===== config.mk =====
export PLATFORM = sky130hd
export DESIGN_NAME = writeback_arbiter
export DESIGN_NICKNAME = d
export VERILOG_FILES = /design/src/rtl/writeback_arbiter.sv
export SDC_FILE = /design/constraint.sdc
export NUM_CORES = 1
export LEC_CHECK = 0
export ABC_AREA = 1
export CORE_AREA = 2 2 183 365
export DETAILED_ROUTE_END_ITERATION = 10
export DIE_AREA = 0 0 185 367
export PLACE_DENSITY = 0.84
export SYNTH_ARGS = -nofsm -noshare
export SYNTH_HDL_FRONTEND = slang
export SYNTH_SLANG_ARGS = --single-unit

===== constraint.sdc =====
create_clock -name clk -period 5.85 [get_ports clk]
set_clock_uncertainty 0.2 [all_clocks]
set_input_delay 1.4625 -clock clk [delete_from_list [all_inputs] [get_ports clk]]
set_output_delay 1.4625 -clock clk [all_outputs]
set_load 0.01 [all_outputs]

===== src/rtl/writeback_arbiter.sv =====
// writeback_arbiter: per-unit skid FIFOs for ALU/MUL/DIV results, drained round-robin onto one register-file write port.
// Optional macro WB_BYPASS_EN: an empty unit's input competes for the write port in the same cycle it arrives.
module writeback_arbiter #(
    parameter int FIFO_DEPTH     = 8,
    parameter int REG_WIDTH      = 5,
    parameter int LATENCY_MUL_OP = 2,
    parameter int AF_MARGIN      = LATENCY_MUL_OP + 2
) (
    input  logic                  clk,
    input  logic                  rst,
    // each *_wb_inf is {instruction_valid, register_write, rd, exe_result[31:0]}
    input  logic [REG_WIDTH+33:0] alu_wb_inf,
    input  logic [REG_WIDTH+33:0] mul_wb_inf,
    input  logic [REG_WIDTH+33:0] div_wb_inf,
    output logic                  alu_almost_full,
    output logic                  mul_almost_full,
    output logic                  div_almost_full,
    output logic                  rf_write,
    output logic [REG_WIDTH-1:0]  rf_rd,
    output logic [31:0]           rf_data,
    output logic [2:0]            overflow_err
);
    localparam int PW     = $clog2(FIFO_DEPTH) + 1;
    localparam int EW     = REG_WIDTH + 32;
    localparam int AF_INT = (FIFO_DEPTH > AF_MARGIN) ? FIFO_DEPTH - AF_MARGIN : 0;
    localparam logic [PW-1:0] AF_LEVEL = AF_INT[PW-1:0];

    logic [REG_WIDTH+33:0] wb_in [3];
    logic [EW-1:0]         mem [3][FIFO_DEPTH];
    logic [PW-1:0]         wr_ptr [3];
    logic [PW-1:0]         rd_ptr [3];
    logic [PW-1:0]         wr_nxt [3];
    logic [PW-1:0]         rd_nxt [3];
    logic [PW-1:0]         occ_nxt [3];
    logic [EW-1:0]         in_ent [3];
    logic [EW-1:0]         head [3];
    logic [2:0]            in_vld, empty, full, cand, gnt, pop, push, byp, ovf, af_nxt;
    logic [1:0]            last_grant, gnt_idx;
    logic                  gnt_any;
    logic [EW-1:0]         gnt_ent;

    assign wb_in[0] = alu_wb_inf;
    assign wb_in[1] = mul_wb_inf;
    assign wb_in[2] = div_wb_inf;

    function automatic logic [1:0] rr_next(input logic [1:0] src);
        return (src == 2'd2) ? 2'd0 : src + 2'd1;
    endfunction

    always_comb begin
        for (int s = 0; s < 3; s++) begin
            in_vld[s] = wb_in[s][EW+1] && wb_in[s][EW] && (wb_in[s][EW-1:32] != '0);
            in_ent[s] = wb_in[s][EW-1:0];
            empty[s]  = (wr_ptr[s] == rd_ptr[s]);
            full[s]   = (wr_ptr[s][PW-1] != rd_ptr[s][PW-1]) &&
                        (wr_ptr[s][PW-2:0] == rd_ptr[s][PW-2:0]);
            head[s]   = mem[s][rd_ptr[s][PW-2:0]];
`ifdef WB_BYPASS_EN
            cand[s]   = !empty[s] || in_vld[s];
`else
            cand[s]   = !empty[s];
`endif
        end
    end

    // Round-robin search begins at the source after the last grant.
    always_comb begin
        logic [1:0] idx;
        gnt     = '0;
        gnt_any = 1'b0;
        gnt_idx = last_grant;
        idx     = last_grant;
        for (int k = 0; k < 3; k++) begin
            idx = rr_next(idx);
            if (!gnt_any && cand[idx]) begin
                gnt[idx] = 1'b1;
                gnt_any  = 1'b1;
                gnt_idx  = idx;
            end
        end
    end

    always_comb begin
        gnt_ent = head[0];
        for (int s = 0; s < 3; s++) begin
            if (gnt[s]) begin
`ifdef WB_BYPASS_EN
                gnt_ent = empty[s] ? in_ent[s] : head[s];
`else
                gnt_ent = head[s];
`endif
            end
        end
    end

    // A full FIFO still accepts a push when it is popped in the same cycle.
    always_comb begin
        for (int s = 0; s < 3; s++) begin
            pop[s]     = gnt[s] && !empty[s];
            byp[s]     = gnt[s] && empty[s];
            push[s]    = in_vld[s] && !byp[s] && (!full[s] || pop[s]);
            ovf[s]     = in_vld[s] && full[s] && !pop[s];
            wr_nxt[s]  = wr_ptr[s] + {{(PW-1){1'b0}}, push[s]};
            rd_nxt[s]  = rd_ptr[s] + {{(PW-1){1'b0}}, pop[s]};
            occ_nxt[s] = wr_nxt[s] - rd_nxt[s];
            af_nxt[s]  = (occ_nxt[s] >= AF_LEVEL);
        end
    end

    always_ff @(posedge clk) begin
        for (int s = 0; s < 3; s++) begin
            if (push[s]) mem[s][wr_ptr[s][PW-2:0]] <= in_ent[s];
        end
    end

    always_ff @(posedge clk or negedge rst) begin
        if (!rst) begin
            wr_ptr          <= '{default: '0};
            rd_ptr          <= '{default: '0};
            last_grant      <= 2'd2;
            rf_write        <= 1'b0;
            rf_rd           <= '0;
            rf_data         <= '0;
            alu_almost_full <= 1'b0;
            mul_almost_full <= 1'b0;
            div_almost_full <= 1'b0;
            overflow_err    <= 3'b000;
        end else begin
            for (int s = 0; s < 3; s++) begin
                wr_ptr[s] <= wr_nxt[s];
                rd_ptr[s] <= rd_nxt[s];
            end
            if (gnt_any) begin
                last_grant       <= gnt_idx;
                {rf_rd, rf_data} <= gnt_ent;
            end
            rf_write        <= gnt_any;
            alu_almost_full <= af_nxt[0];
            mul_almost_full <= af_nxt[1];
            div_almost_full <= af_nxt[2];
            overflow_err    <= overflow_err | ovf;
        end
    end
endmodule


; Yosys cells after proc, flatten, opt, wreduce, memory -nomap -nowiden
; Memory sizes are Yosys's and may differ from the RTL's.
; Cells that the tools add are included.
[totals]
mem_count = 1
ram_bits = 888
out_inout_bits = 44
in_bits = 119
elab_cells = 170
regBits = 70
[mem_list]
columns = name, words, width, read_ports, rd_clocked_by_memory_dff, write_ports, line
row1 = mem, 3, 296, 3, 0, 3, 29  ; logic [EW-1:0] mem [3][FIFO_DEPTH];
[classes]
n_bitwise = 9
addsub = 12
eq_ne = 12
mux = 47
n_lt_le_gt_ge = 18
reduce_logical = 57
[op_table]
columns = cell, count
row1 = $mux W296, 3
row2 = $mux W37, 11
row3 = $bmux W37 S3, 3
row4 = $demux W37 S3, 3
row5 = $logic_and A1 B1 Y1, 35
row6 = $add A4 B1 Y4, 6
row7 = $ge A4 B4 Y1 const B, 6
row8 = $not A3 Y4, 6
row9 = $reduce_bool A5 Y1, 3
row10 = $logic_not A1 Y1, 14
row11 = $eq A4 B4 Y1, 3
row12 = $ge A4 B3 Y1 const B, 3
row13 = $lt A4 B1 Y1 const B, 3
row14 = $mux W1, 12
row15 = $mux W2, 6
row16 = $sub A4 B4 Y4, 3
row17 = $eq A3 B3 Y1, 3
row18 = $lt A2 B3 Y1 const B, 3
row19 = $mux W3, 3
row20 = $or A3 B3 Y3, 3
row21 = $add A2 B1 Y2 const B, 3
row22 = $bmux W1 S2, 3
row23 = $demux W1 S2, 3
row24 = $eq A2 B2 Y1 const B, 3
row25 = 5 further kinds, 11

; Logic depth before layout (Yosys ltp)
[depth]
depth_word = 19
mapped_depth = 24
depth_no_buf = 22

; Worst setup path before layout
; No wires, ideal clock.
[synth_timing]
path_kind = input to register
startpoint = in alu_wb_inf[35]
endpoint = mem mem[0][0] (netlist name), enable pin
n_path_buf = 0
arrival_ns = 4.435
required_ns = 5.173
setup_slack_ns = 0.737
setup_time_ns = 0.477
path_stages = 5
cell_sequence = or3_1 > o311ai_0 > inv_1 > nand2_1 > nor3_1
[synth_lines]
columns = element, line
row1 = "start, declared", 12  ; input logic [REG_WIDTH+33:0] alu_wb_inf,
row2 = "end, declared", 29

==> metrics.md <==
| Metric | Value |
|---|---|
| Outcome | completed |
| Final setup viols | 0 |
| Routed length per instance | 23.0 um |
| Post-synth top flop | edfxtp_1 |
| Synth top area share | 0.687 |
| Die height | 367 um |
| Port buffer count | 162 |
| Final WL | 97600 um |
| Clock Pin Slew Worst Setup and Hold Paths | 70 ps |
| Final core utilization | 0.675 |
| NumNets Final | 3428 |
| Avg Synthesized Cell Area | 12.2 um2 |
| Min-delay worst type | reg2reg |
| Storage cell area | 28400 um2 |
| Yosys warnings | 0 |
| ANT nets after route | 0 |
| Syn_nets | 3317 |
| Final count of pins violating max slew | 0 |
| Total CTS buffers | 79 |
| H-tree depth | 3 |
| Largest net degree at the start of global routing | 103 |
| Critical Path AT | 5120 ps |
| Worst Setup End Kind | flop |
| GRT overflow | 0 |
| Total GRT Usage | 0.288 |
| Worst slew pin tran | 1150 ps |
| Setup_tns | 0 ps |
| Startpoint types | primary input |
| Vias after detailed routing | 26100 |
| Initial antenna violation count | 5 |
| Share of cells above drive strength 1 | 0.0915 |
| Min Tclk post-route | 4800 ps |
| Starting DRT DRC Count | 3241 |
| RSZ-0062 raised after global routing | false |
| Post-synth top area cell | edfxtp_1 |
| EDFF count, synth | 888 |
| Sequential element share of the synthesized area | 0.732 |
| Count leader, synth | edfxtp_1 |
| Critical path class | in2reg |
| Top post-synthesis cells by count | edfxtp_1, nand2_1, nand3_1, a21oi_1, nor2_1 |
| Fin crit share | 0.820 |
| IO Pins | 163 |
| CTS-repair resized insts | 0 |
| Vias in the first global route | 26100 |
| Final Hold Viols | 0 |
| Sinks on Clock Net | 958 |
| Max cap viols | 0 |
| Clock root buffer | clkbuf_16 |
| Final Power | 23400 uW |
| FF-to-FF setup slack | 1650 ps |
| Wire length of the first global-routing pass | 147000 um |
| HPWL after DPL | 56400 um |
| Lkg Pwr | 0.0160 uW |
| Core Box Area | 65200 um2 |
| Worst IR drop on VDD | 0.000457 V |
| Worst rel slew slack | 0.235 |
| Initial Util | 0.595 |
| TritonCTS clock tree | yes |
| PD cells | 531 nW/um2 |
| DIE WIDTH | 185 um |
| DRC | 0 |
| Postcts setup bufs | 0 |
| Syn Inst Count | 3180 |
| Die ar. | 67900 um2 |
| Gpl congestion | 0.839 |
| CP Max Fanout | 9 |
| Clock latency on the worst-skew pair | 650 ps |
| Clock Path Buffers | 3 |
| Area Overhead vs Synth | 13.4% |
| Distinct cell type count of the synthesized netlist | 38 |
| Dpl ws | 522 ps |
| Synthesized area | 38800 um2 |
| Number of synthesized register bits | 958 |
| Via/cell ratio | 6.16 |
| Top post-synthesis cells by area | edfxtp_1, nand2_1, dfrtp_1 |
| Area of the multi-input gates | 9220 um2 |
| Setup ws final | 1050 ps |
| Post-synth ARST share | 0.0731 |
| FILL cells | 4342 |
| DRT Pass-1 Iters | 8 |
| Critical Path RT | 6180 ps |
| Fmax | 208 MHz |
| Final Non-Filler Cells | 4237 |
| Placed Instances | 4087 |
| Row Count | 133 |
| Hold_buf cts | 0 |
## placed cells by master, fill, tap and decap left out, types with 3 or more instances in the layout
cell type / n
nor2_4: 8
or2_2: 37
diode_2: 5
a31oi_1: 37
nand2_1: 804
a21oi_1: 226
o21ai_0: 77
clkbuf_1: 11
a221oi_1: 74
clkbuf_16: 81
xor2_1: 17
dfrtp_4: 3
edfxtp_1: 888
clkinvlp_4: 6
clkinv_1: 13
ha_1: 18
inv_4: 3
nand4_1: 3
nand2_2: 5
inv_1: 110
nand3_2: 24
bufinv_16: 12
nand3_1: 295
o22ai_1: 37
nor2_2: 6
clkdlybuf4s50_1: 161
nor3_2: 18
nor2_1: 197
inv_2: 12
buf_4: 65
dfrtp_1: 64
clkinv_2: 12
xnor2_1: 3
## worst max-delay path, cell delays in order
cell and delay (ps):
clkdlybuf4s50_1 590, or3_1 430, o311ai_0 650, inv_1 170
nand2_2 280, inv_1 80, ha_1 210, ha_1 300
ha_1 310, a21oi_1 200, nor2_1 80, nor2_1 110
xor2_1 140, o21ai_0 100
## path summary, 6_finish.rpt
| check | depth (start not counted) | startpoint | endpoint |
|---|---|---|---|
| max reg2reg | 13 | rd_ptr[10] | mem[0][727] |
| max in group asynchronous | 2 | rst | rd_ptr[8] |
| min in group asynchronous | 1 | rst | rf_write |
| min | 2 | overflow_err[1] | overflow_err[1] |
| min reg2reg | 2 | overflow_err[1] | overflow_err[1] |
| max | 14 | div_wb_inf[35] | div_almost_full |
## layer usage
| layer | vias up | global-route usage | share of wire |
|---|---|---|---|
| met5 | - | 0 | 0.00057 |
| met4 | 8 | 0.165 | 0.056 |
| met3 | 315 | 0.0521 | 0.11 |
| met2 | 1628 | 0.481 | 0.50 |
| met1 | 12600 | 0.352 | 0.34 |
| li1 | 11500 | - | - |
## metrics by stage
stage                     hold WS, ps  instance area, um2
after floorplan                   294               38800
after global placement            261               41300
after detailed placement          296               41300
after CTS                         319               44000
after global routing              346               44000
final                             324               44100
## logic make-up (layout without fill, tap and decap cells)
logic type,count (synthesis),count (layout),synth area share
fa+ha+maj,18,18,0.00580
xor+xnor,20,20,0.00451
other cells,0,5,0
buf+inv,321,496,0.0345
simple gates,1403,1403,0.154
compound gates,460,460,0.0698
flops,958,958,0.732
## cell type report
cell class,instances,area share
Sequential cell,958,0.645
Multi-Input combinational cell,1901,0.209
Timing Repair Buffer,226,0.0477
Clock buffer,94,0.0476
Tap cell,877,0.0249
Clock inverter,51,0.0141
Inverter,125,0.0108
Antenna cell,5,0.000284
## flip-flops by register name (all words and copies together) (netlist names)
register         flops
div_almost_full      1
overflow_err         3
rf_rd                5
wr_ptr              12
rf_write             1
mem                888
mul_almost_full      1
rf_data             32
last_grant           2
rd_ptr              12
alu_almost_full      1
## power by group
group / internal, uW / total (uW) / leakage (uW) / switching [uW]
clock network: 3120 / 5550 / 0.00131 / 2430
logic: 2760 / 9050 / 0.00587 / 6290
registers: 8310 / 8780 / 0.00882 / 475
total: 14200 / 23400 / 0.0160 / 9190
(Power assumes the default switching activity.)
